==> src/rtl/ctrl_pipe_pkg.sv <==
// Shared definitions for the control-bundle pipeline.
// Bundle bit positions, bubble constant and forwarding select codes.
package ctrl_pipe_pkg;

    localparam int CTRL_REGWRITE = 7;
    localparam int CTRL_MEMTOREG = 6;
    localparam int CTRL_MEMREAD  = 5;
    localparam int CTRL_MEMWRITE = 4;
    localparam int CTRL_ALUOP_HI = 3;
    localparam int CTRL_ALUOP_LO = 2;
    localparam int CTRL_ALUSRC   = 1;
    localparam int CTRL_BRANCH   = 0;

    localparam logic [7:0] CTRL_BUBBLE = 8'b0;

    typedef enum logic [1:0] {
        FWD_REG = 2'b00,
        FWD_WB  = 2'b01,
        FWD_MEM = 2'b10
    } fwd_e;

endpackage

==> src/rtl/ctrl_pipe_hazard_fwd.sv <==
// Combinational load-use detection and EX operand forwarding selects.
// Ports: EX/MEM/WB control+rd, ID and EX source indices -> hazard_o, fwd_a_o, fwd_b_o.
module hazard_fwd_unit
    import ctrl_pipe_pkg::*;
#(
    parameter int REG_AW = 5
) (
    input  logic              ex_mem_read_i,
    input  logic [REG_AW-1:0] ex_rd_i,
    input  logic [REG_AW-1:0] ex_rs1_i,
    input  logic [REG_AW-1:0] ex_rs2_i,
    input  logic [REG_AW-1:0] id_rs1_i,
    input  logic [REG_AW-1:0] id_rs2_i,
    input  logic              mem_reg_write_i,
    input  logic [REG_AW-1:0] mem_rd_i,
    input  logic              wb_reg_write_i,
    input  logic [REG_AW-1:0] wb_rd_i,
    output logic              hazard_o,
    output logic [1:0]        fwd_a_o,
    output logic [1:0]        fwd_b_o
);

    // EX/MEM has the newer value, so it is tested first; x0 never forwards.
    function automatic fwd_e fwd_sel(input logic [REG_AW-1:0] rs);
        fwd_e sel;
        sel = FWD_REG;
        if (mem_reg_write_i && mem_rd_i != '0 && mem_rd_i == rs)
            sel = FWD_MEM;
        else if (wb_reg_write_i && wb_rd_i != '0 && wb_rd_i == rs)
            sel = FWD_WB;
        return sel;
    endfunction

    logic w_rd_hit;

    assign w_rd_hit = (ex_rd_i == id_rs1_i) || (ex_rd_i == id_rs2_i);
    assign hazard_o = ex_mem_read_i && (ex_rd_i != '0) && w_rd_hit;
    assign fwd_a_o  = fwd_sel(ex_rs1_i);
    assign fwd_b_o  = fwd_sel(ex_rs2_i);

endmodule

==> src/rtl/ctrl_pipe.sv <==
// ID/EX, EX/MEM, MEM/WB control stage registers with load-use stall and forwarding.
// Ports: clk_i, rst_i, ctrl_i, id_rs*/rd_i, flush_i -> noop/stall, per-stage fields, fwd selects, stall_cnt_o.
module ctrl_pipe
    import ctrl_pipe_pkg::*;
#(
    parameter int REG_AW = 5,
    parameter int CTRL_W = 8,
    parameter int CNT_W  = 16
) (
    input  logic              clk_i,
    input  logic              rst_i,
    input  logic [CTRL_W-1:0] ctrl_i,
    input  logic [REG_AW-1:0] id_rs1_i,
    input  logic [REG_AW-1:0] id_rs2_i,
    input  logic [REG_AW-1:0] id_rd_i,
    input  logic              flush_i,
    output logic              noop_o,
    output logic              stall_o,
    output logic [1:0]        ex_alu_op_o,
    output logic              ex_alu_src_o,
    output logic [1:0]        fwd_a_o,
    output logic [1:0]        fwd_b_o,
    output logic              mem_read_o,
    output logic              mem_write_o,
    output logic              wb_reg_write_o,
    output logic              wb_mem_to_reg_o,
    output logic [REG_AW-1:0] wb_rd_o,
    output logic [CNT_W-1:0]  stall_cnt_o
);

    logic [CTRL_W-1:0] r_ex_ctrl;
    logic [REG_AW-1:0] r_ex_rs1;
    logic [REG_AW-1:0] r_ex_rs2;
    logic [REG_AW-1:0] r_ex_rd;
    logic [3:0]        r_mem_ctrl;
    logic [REG_AW-1:0] r_mem_rd;
    logic [1:0]        r_wb_ctrl;
    logic [REG_AW-1:0] r_wb_rd;
    logic [CNT_W-1:0]  r_stall_cnt;

    logic w_hazard_raw;
    logic w_hazard;
    logic w_bubble;

    hazard_fwd_unit #(
        .REG_AW(REG_AW)
    ) u_hfu (
        .ex_mem_read_i  (r_ex_ctrl[CTRL_MEMREAD]),
        .ex_rd_i        (r_ex_rd),
        .ex_rs1_i       (r_ex_rs1),
        .ex_rs2_i       (r_ex_rs2),
        .id_rs1_i       (id_rs1_i),
        .id_rs2_i       (id_rs2_i),
        .mem_reg_write_i(r_mem_ctrl[3]),
        .mem_rd_i       (r_mem_rd),
        .wb_reg_write_i (r_wb_ctrl[1]),
        .wb_rd_i        (r_wb_rd),
        .hazard_o       (w_hazard_raw),
        .fwd_a_o        (fwd_a_o),
        .fwd_b_o        (fwd_b_o)
    );

    // Stage state is about to be discarded, so no stall is requested in reset.
    assign w_hazard = w_hazard_raw && !rst_i;
    assign w_bubble = w_hazard || flush_i;

    always_ff @(posedge clk_i) begin
        if (rst_i) begin
            r_ex_ctrl  <= '0;
            r_ex_rs1   <= '0;
            r_ex_rs2   <= '0;
            r_ex_rd    <= '0;
            r_mem_ctrl <= '0;
            r_mem_rd   <= '0;
            r_wb_ctrl  <= '0;
            r_wb_rd    <= '0;
        end else begin
            if (w_bubble) begin
                r_ex_ctrl <= CTRL_W'(CTRL_BUBBLE);
                r_ex_rs1  <= '0;
                r_ex_rs2  <= '0;
                r_ex_rd   <= '0;
            end else begin
                r_ex_ctrl <= ctrl_i;
                r_ex_rs1  <= id_rs1_i;
                r_ex_rs2  <= id_rs2_i;
                r_ex_rd   <= id_rd_i;
            end
            r_mem_ctrl <= r_ex_ctrl[CTRL_REGWRITE:CTRL_MEMWRITE];
            r_mem_rd   <= r_ex_rd;
            r_wb_ctrl  <= r_mem_ctrl[3:2];
            r_wb_rd    <= r_mem_rd;
        end
    end

    always_ff @(posedge clk_i) begin
        if (rst_i)
            r_stall_cnt <= '0;
        else if (w_hazard && r_stall_cnt != '1)
            r_stall_cnt <= r_stall_cnt + CNT_W'(1);
    end

    assign noop_o          = w_hazard;
    assign stall_o         = w_hazard;
    assign ex_alu_op_o     = r_ex_ctrl[CTRL_ALUOP_HI:CTRL_ALUOP_LO];
    assign ex_alu_src_o    = r_ex_ctrl[CTRL_ALUSRC];
    assign mem_read_o      = r_mem_ctrl[1];
    assign mem_write_o     = r_mem_ctrl[0];
    assign wb_reg_write_o  = r_wb_ctrl[1];
    assign wb_mem_to_reg_o = r_wb_ctrl[0];
    assign wb_rd_o         = r_wb_rd;
    assign stall_cnt_o     = r_stall_cnt;

endmodule

==> config.mk <==
export PLATFORM = sky130hd
export DESIGN_NAME = ctrl_pipe
export DESIGN_NICKNAME = d
export VERILOG_FILES = /design/src/rtl/ctrl_pipe_pkg.sv /design/src/rtl/ctrl_pipe_hazard_fwd.sv /design/src/rtl/ctrl_pipe.sv
export SDC_FILE = /design/constraint.sdc
export NUM_CORES = 1
export LEC_CHECK = 0
export BUFFER_PORTS_ARGS = -buffer_cell sky130_fd_sc_hd__buf_4
export CORE_MARGIN = 3
export CORE_UTILIZATION = 52
export DETAILED_ROUTE_END_ITERATION = 8
export PLACE_DENSITY = 0.82
export SLEW_MARGIN = 20
export SYNTH_ARGS = -nofsm -noshare
export SYNTH_HDL_FRONTEND = slang
export SYNTH_SLANG_ARGS = --single-unit
==> constraint.sdc <==
create_clock -name clk_i -period 2.3 [get_ports clk_i]
set_input_delay 0.115 -clock clk_i [delete_from_list [all_inputs] [get_ports clk_i]]
set_output_delay 0.115 -clock clk_i [all_outputs]
set_load 0.01 [all_outputs]
==> metrics.md <==
| Metric | Value |
|---|---|
| RSZ-0062 raised after global routing | `no` |
| I/O pin total | `60` |
| First-pass GRT wire length | `7.576 mm` |
| CTS hold repair buffers | `0` |
| Clock latency on the worst-skew pair | `0.30 ns` |
| Register area | `1081 um^2` |
| Slew headroom | `56.33%` |
| Core area | `4144 um^2` |
| Routed via count | `1798` |
| Post-detailed-route DRC marker count | `0` |
| Reg2reg end | `stall_cnt_o[5]$_SDFFE_PP0P_` |
| Fmax | `0.4722 GHz` |
| Critical Path Source Type | `flip-flop` |
| Dpl hpwl | `3.474 mm` |
| Arrival @ worst endpoint | `2.00 ns` |
| Most frequent CP cell | `nor4_1` |
| Mapped Avg Cell Area | `9.891 um^2` |
| Post-DR wirelength/cell | `13.62 um` |
| Pre-antenna DRT Iters | `4` |
| CTS Buffer Depth | `2` |
| Delay-heaviest family, CP | `simple AND/OR/NAND/NOR gates` |
| Final Cell Area | `2836 um^2` |
| Sink of the worst hold path | `r_ex_ctrl[7]$_SDFF_PP0_` |
| Status | `finished clean` |
| Worst Path Required | `2.18 ns` |
| Number of antenna violations at the first check in global routing | `0` |
| Cell chain of the critical path | `or4_1 > o21ai_0 > nor4_1 > nor4_1 > buf_4` |
| Die ar. | `5267 um^2` |
| ANT cells | `0` |
| Hold Crit Depth | `2` |
| CP max-delay cell | `or4_1` |
| Critical path class | `flip-flop to primary output` |
| DRT iter0 DRCs | `117` |
| # resized after CTS | `0` |
| Initial Utilization | `55.62%` |
| Bufs and invs on worst path | `1` |
| Worst r2r src | `r_ex_rd[0]$_SDFF_PP0_` |
| Area Overhead vs Synth | `23.07%` |
| Tmin final | `2.118 ns` |
| Worst reg2reg path depth | `5` |
| CP max FO | `4` |
| Vias in the first global route | `1711` |
| TritonCTS clock tree | `yes` |
| Horiz. Die Dim | `72.58 um` |
| Vias/cell | `5.288` |
| Ratio of cells with drive above 1 in the final layout | `25.86%` |
| H-tree Lvls | `2` |
| Root Driver | `clkbuf_8` |
| Final WL | `4.632 mm` |
| Pwr dens | `576.5 nW/um^2` |
| Rows | `23` |
| Post-CTS setup buffer count | `0` |
| Hold Path Origin | `ctrl_i[7]` |
| Metal-1 WL | `2.047 mm` |
| Synth Register Bits | `54` |
| Die Y | `72.58 um` |
| Hold Vio Cnt, Final | `0` |
| CP peak stage delay | `0.51 ns` |
| GPL Wtd Cong | `0.8348` |
| Top Layer Used | `met4` |
| Overall routing resource usage | `18.09%` |
| PortBufs | `58` |
| Synth warnings | `0` |
| Cells after synthesis | `233` |
| Antenna Nets Post-Route | `0` |
| Max-cap violations | `0` |
| Period Utilization, post-route | `92.08%` |
| Clock sinks | `54` |
| Pin count of the biggest net entering global routing | `33` |
| Max Slew Vio Count | `0` |
| Final nets | `316` |
| Setup slack, reg-to-reg | `0.24 ns` |
| Clk_skew | `0.006069 ns` |
| Total congestion overflow | `0` |
| Cell variety after synth | `35` |
| Met3 wire length | `224 um` |
| Met2 wire len | `2.303 mm` |
| Worst Tran Pin Value | `0.6550 ns` |
| Finish-stage setup viols | `0` |
| Crit. End Element | `primary output` |
| Multi-input gate area in the final layout | `1129 um^2` |
| Clock transition at the registers of the reported paths | `0.09 ns` |
| Fillcell total | `347` |
| Post-DP Area | `2745 um^2` |
| Synth Net Count | `260` |
| Pleak | `1.177 nW` |
| Setup TNS | `0 ns` |
| Synth Cell Area | `2305 um^2` |
| Maximum VDD drop | `0.0004115 V` |
| CTS Buf Count | `5` |
| Worst min path class | `primary input to flip-flop` |
| Sequential share of the synthesized area | `46.91%` |
## cells in the mapped netlist
master	instances	area, um^2
xor2_1	14	122.6
a211oi_4	1	20.02
o31ai_1	5	37.54
nand4b_1	1	8.760
o21a_4	1	15.01
nor2b_1	17	106.4
nand4_1	5	31.28
nor2_1	3	11.26
o22ai_1	1	6.260
ha_1	1	12.51
o311ai_1	3	26.28
and2_1	24	150.1
or4_4	1	11.26
nand2_4	1	11.26
or3_1	5	31.28
a21oi_1	12	60.06
inv_1	4	15.01
nor4_1	6	37.54
o22a_1	1	8.760
dfxtp_1	54	1081
nor3_1	1	5.000
or4_1	11	82.58
o41ai_1	3	26.28
buf_2	1	5.000
buf_4	3	22.52
nand2_1	7	26.28
nand4_2	1	12.51
o21ai_1	2	10.01
xnor2_1	16	140.1
clkbuf_1	5	18.77
nor4_2	1	12.51
mux2_4	1	15.01
o21ai_0	6	30.03
nand3_1	12	60.06
buf_6	3	33.78
## final cells by class
type / instances / area share (%)
clock buffer: 7 / 3.044
clock inverter: 1 / 0.1764
inverter: 4 / 0.5293
multi-input combinational: 163 / 39.79
sequential: 54 / 38.11
tap: 50 / 2.206
timing repair buffer: 61 / 16.14
## per-layer routing
metal,vias up,track usage (%)
li1,931,-
met1,816,22.41
met2,45,31.36
met3,6,3.857
met4,0,5.533
met5,-,0
## sequential cells by signal, indices dropped and copies added, names as in the netlist
name         cells
r_ex_ctrl        7
r_ex_rd          5
r_ex_rs1         5
r_ex_rs2         5
r_mem_ctrl       4
r_mem_rd         5
r_wb_ctrl        2
stall_cnt_o     16
wb_rd_o          5
## stage by stage
step           utilization (%)  hold WS, ns  instances  worst slack [ns]  total power [W]
2_1_floorplan                -       0.2088        233            0.4277         0.001074
3_3_place_gp             66.24       0.3166        332            0.2996         0.001128
3_5_place_dp             66.24       0.3211        332            0.2439         0.001133
4_1_cts                  68.45     0.004177        340            0.1462         0.001649
5_1_grt                  68.45     0.006197        340           0.01424         0.001700
6_report                 68.45     0.008242        340            0.1821         0.001635
## worst max-delay path by stage
stage	from	end	slack [ns]	cells after the start
2_1_floorplan	stall_cnt_o[0]$_SDFFE_PP0P_	stall_cnt_o[5]$_SDFFE_PP0P_	0.43	6
5_1_grt	r_mem_rd[0]$_SDFF_PP0_	fwd_b_o[0]	0.01	5
4_1_cts	r_mem_rd[0]$_SDFF_PP0_	fwd_b_o[0]	0.15	5
6_report	r_mem_rd[0]$_SDFF_PP0_	fwd_b_o[0]	0.18	5
3_5_place_dp	r_ex_rd[0]$_SDFF_PP0_	stall_cnt_o[5]$_SDFFE_PP0P_	0.24	5
3_3_place_gp	stall_cnt_o[0]$_SDFFE_PP0P_	stall_cnt_o[5]$_SDFFE_PP0P_	0.30	6
## report_power, final
part	leakage, nW	total (W)	switching (W)	internal (W)
logic	0.689	0.000135	0.0000601	0.0000751
registers	0.439	0.000974	0.0000182	0.000956
clock network	0.0482	0.000526	0.000283	0.000243
## cell usage in the layout (no fill, tap or decap), types with 7 or more instances in the layout
cell type,instances
and2_1,24
xnor2_1,16
buf_4,61
dfxtp_1,54
nand2_1,7
a21oi_1,12
or4_1,11
nor2b_1,17
nand3_1,12
xor2_1,14
## cell families (layout without fill, tap and decap cells)
group / count (synthesis) / after routing / synth area share (%)
AND/OR/NAND/NOR: 96 / 96 / 25.95
flip-flops: 54 / 54 / 46.91
buffers and inverters: 16 / 73 / 4.125
AO/OA/AOI/OAI: 35 / 35 / 10.42
adder cells (fa/ha/maj): 1 / 1 / 0.5428
multiplexers: 1 / 1 / 0.6513
XOR/XNOR: 30 / 30 / 11.40
No activity file was read; power rests on OpenSTA's default activity.
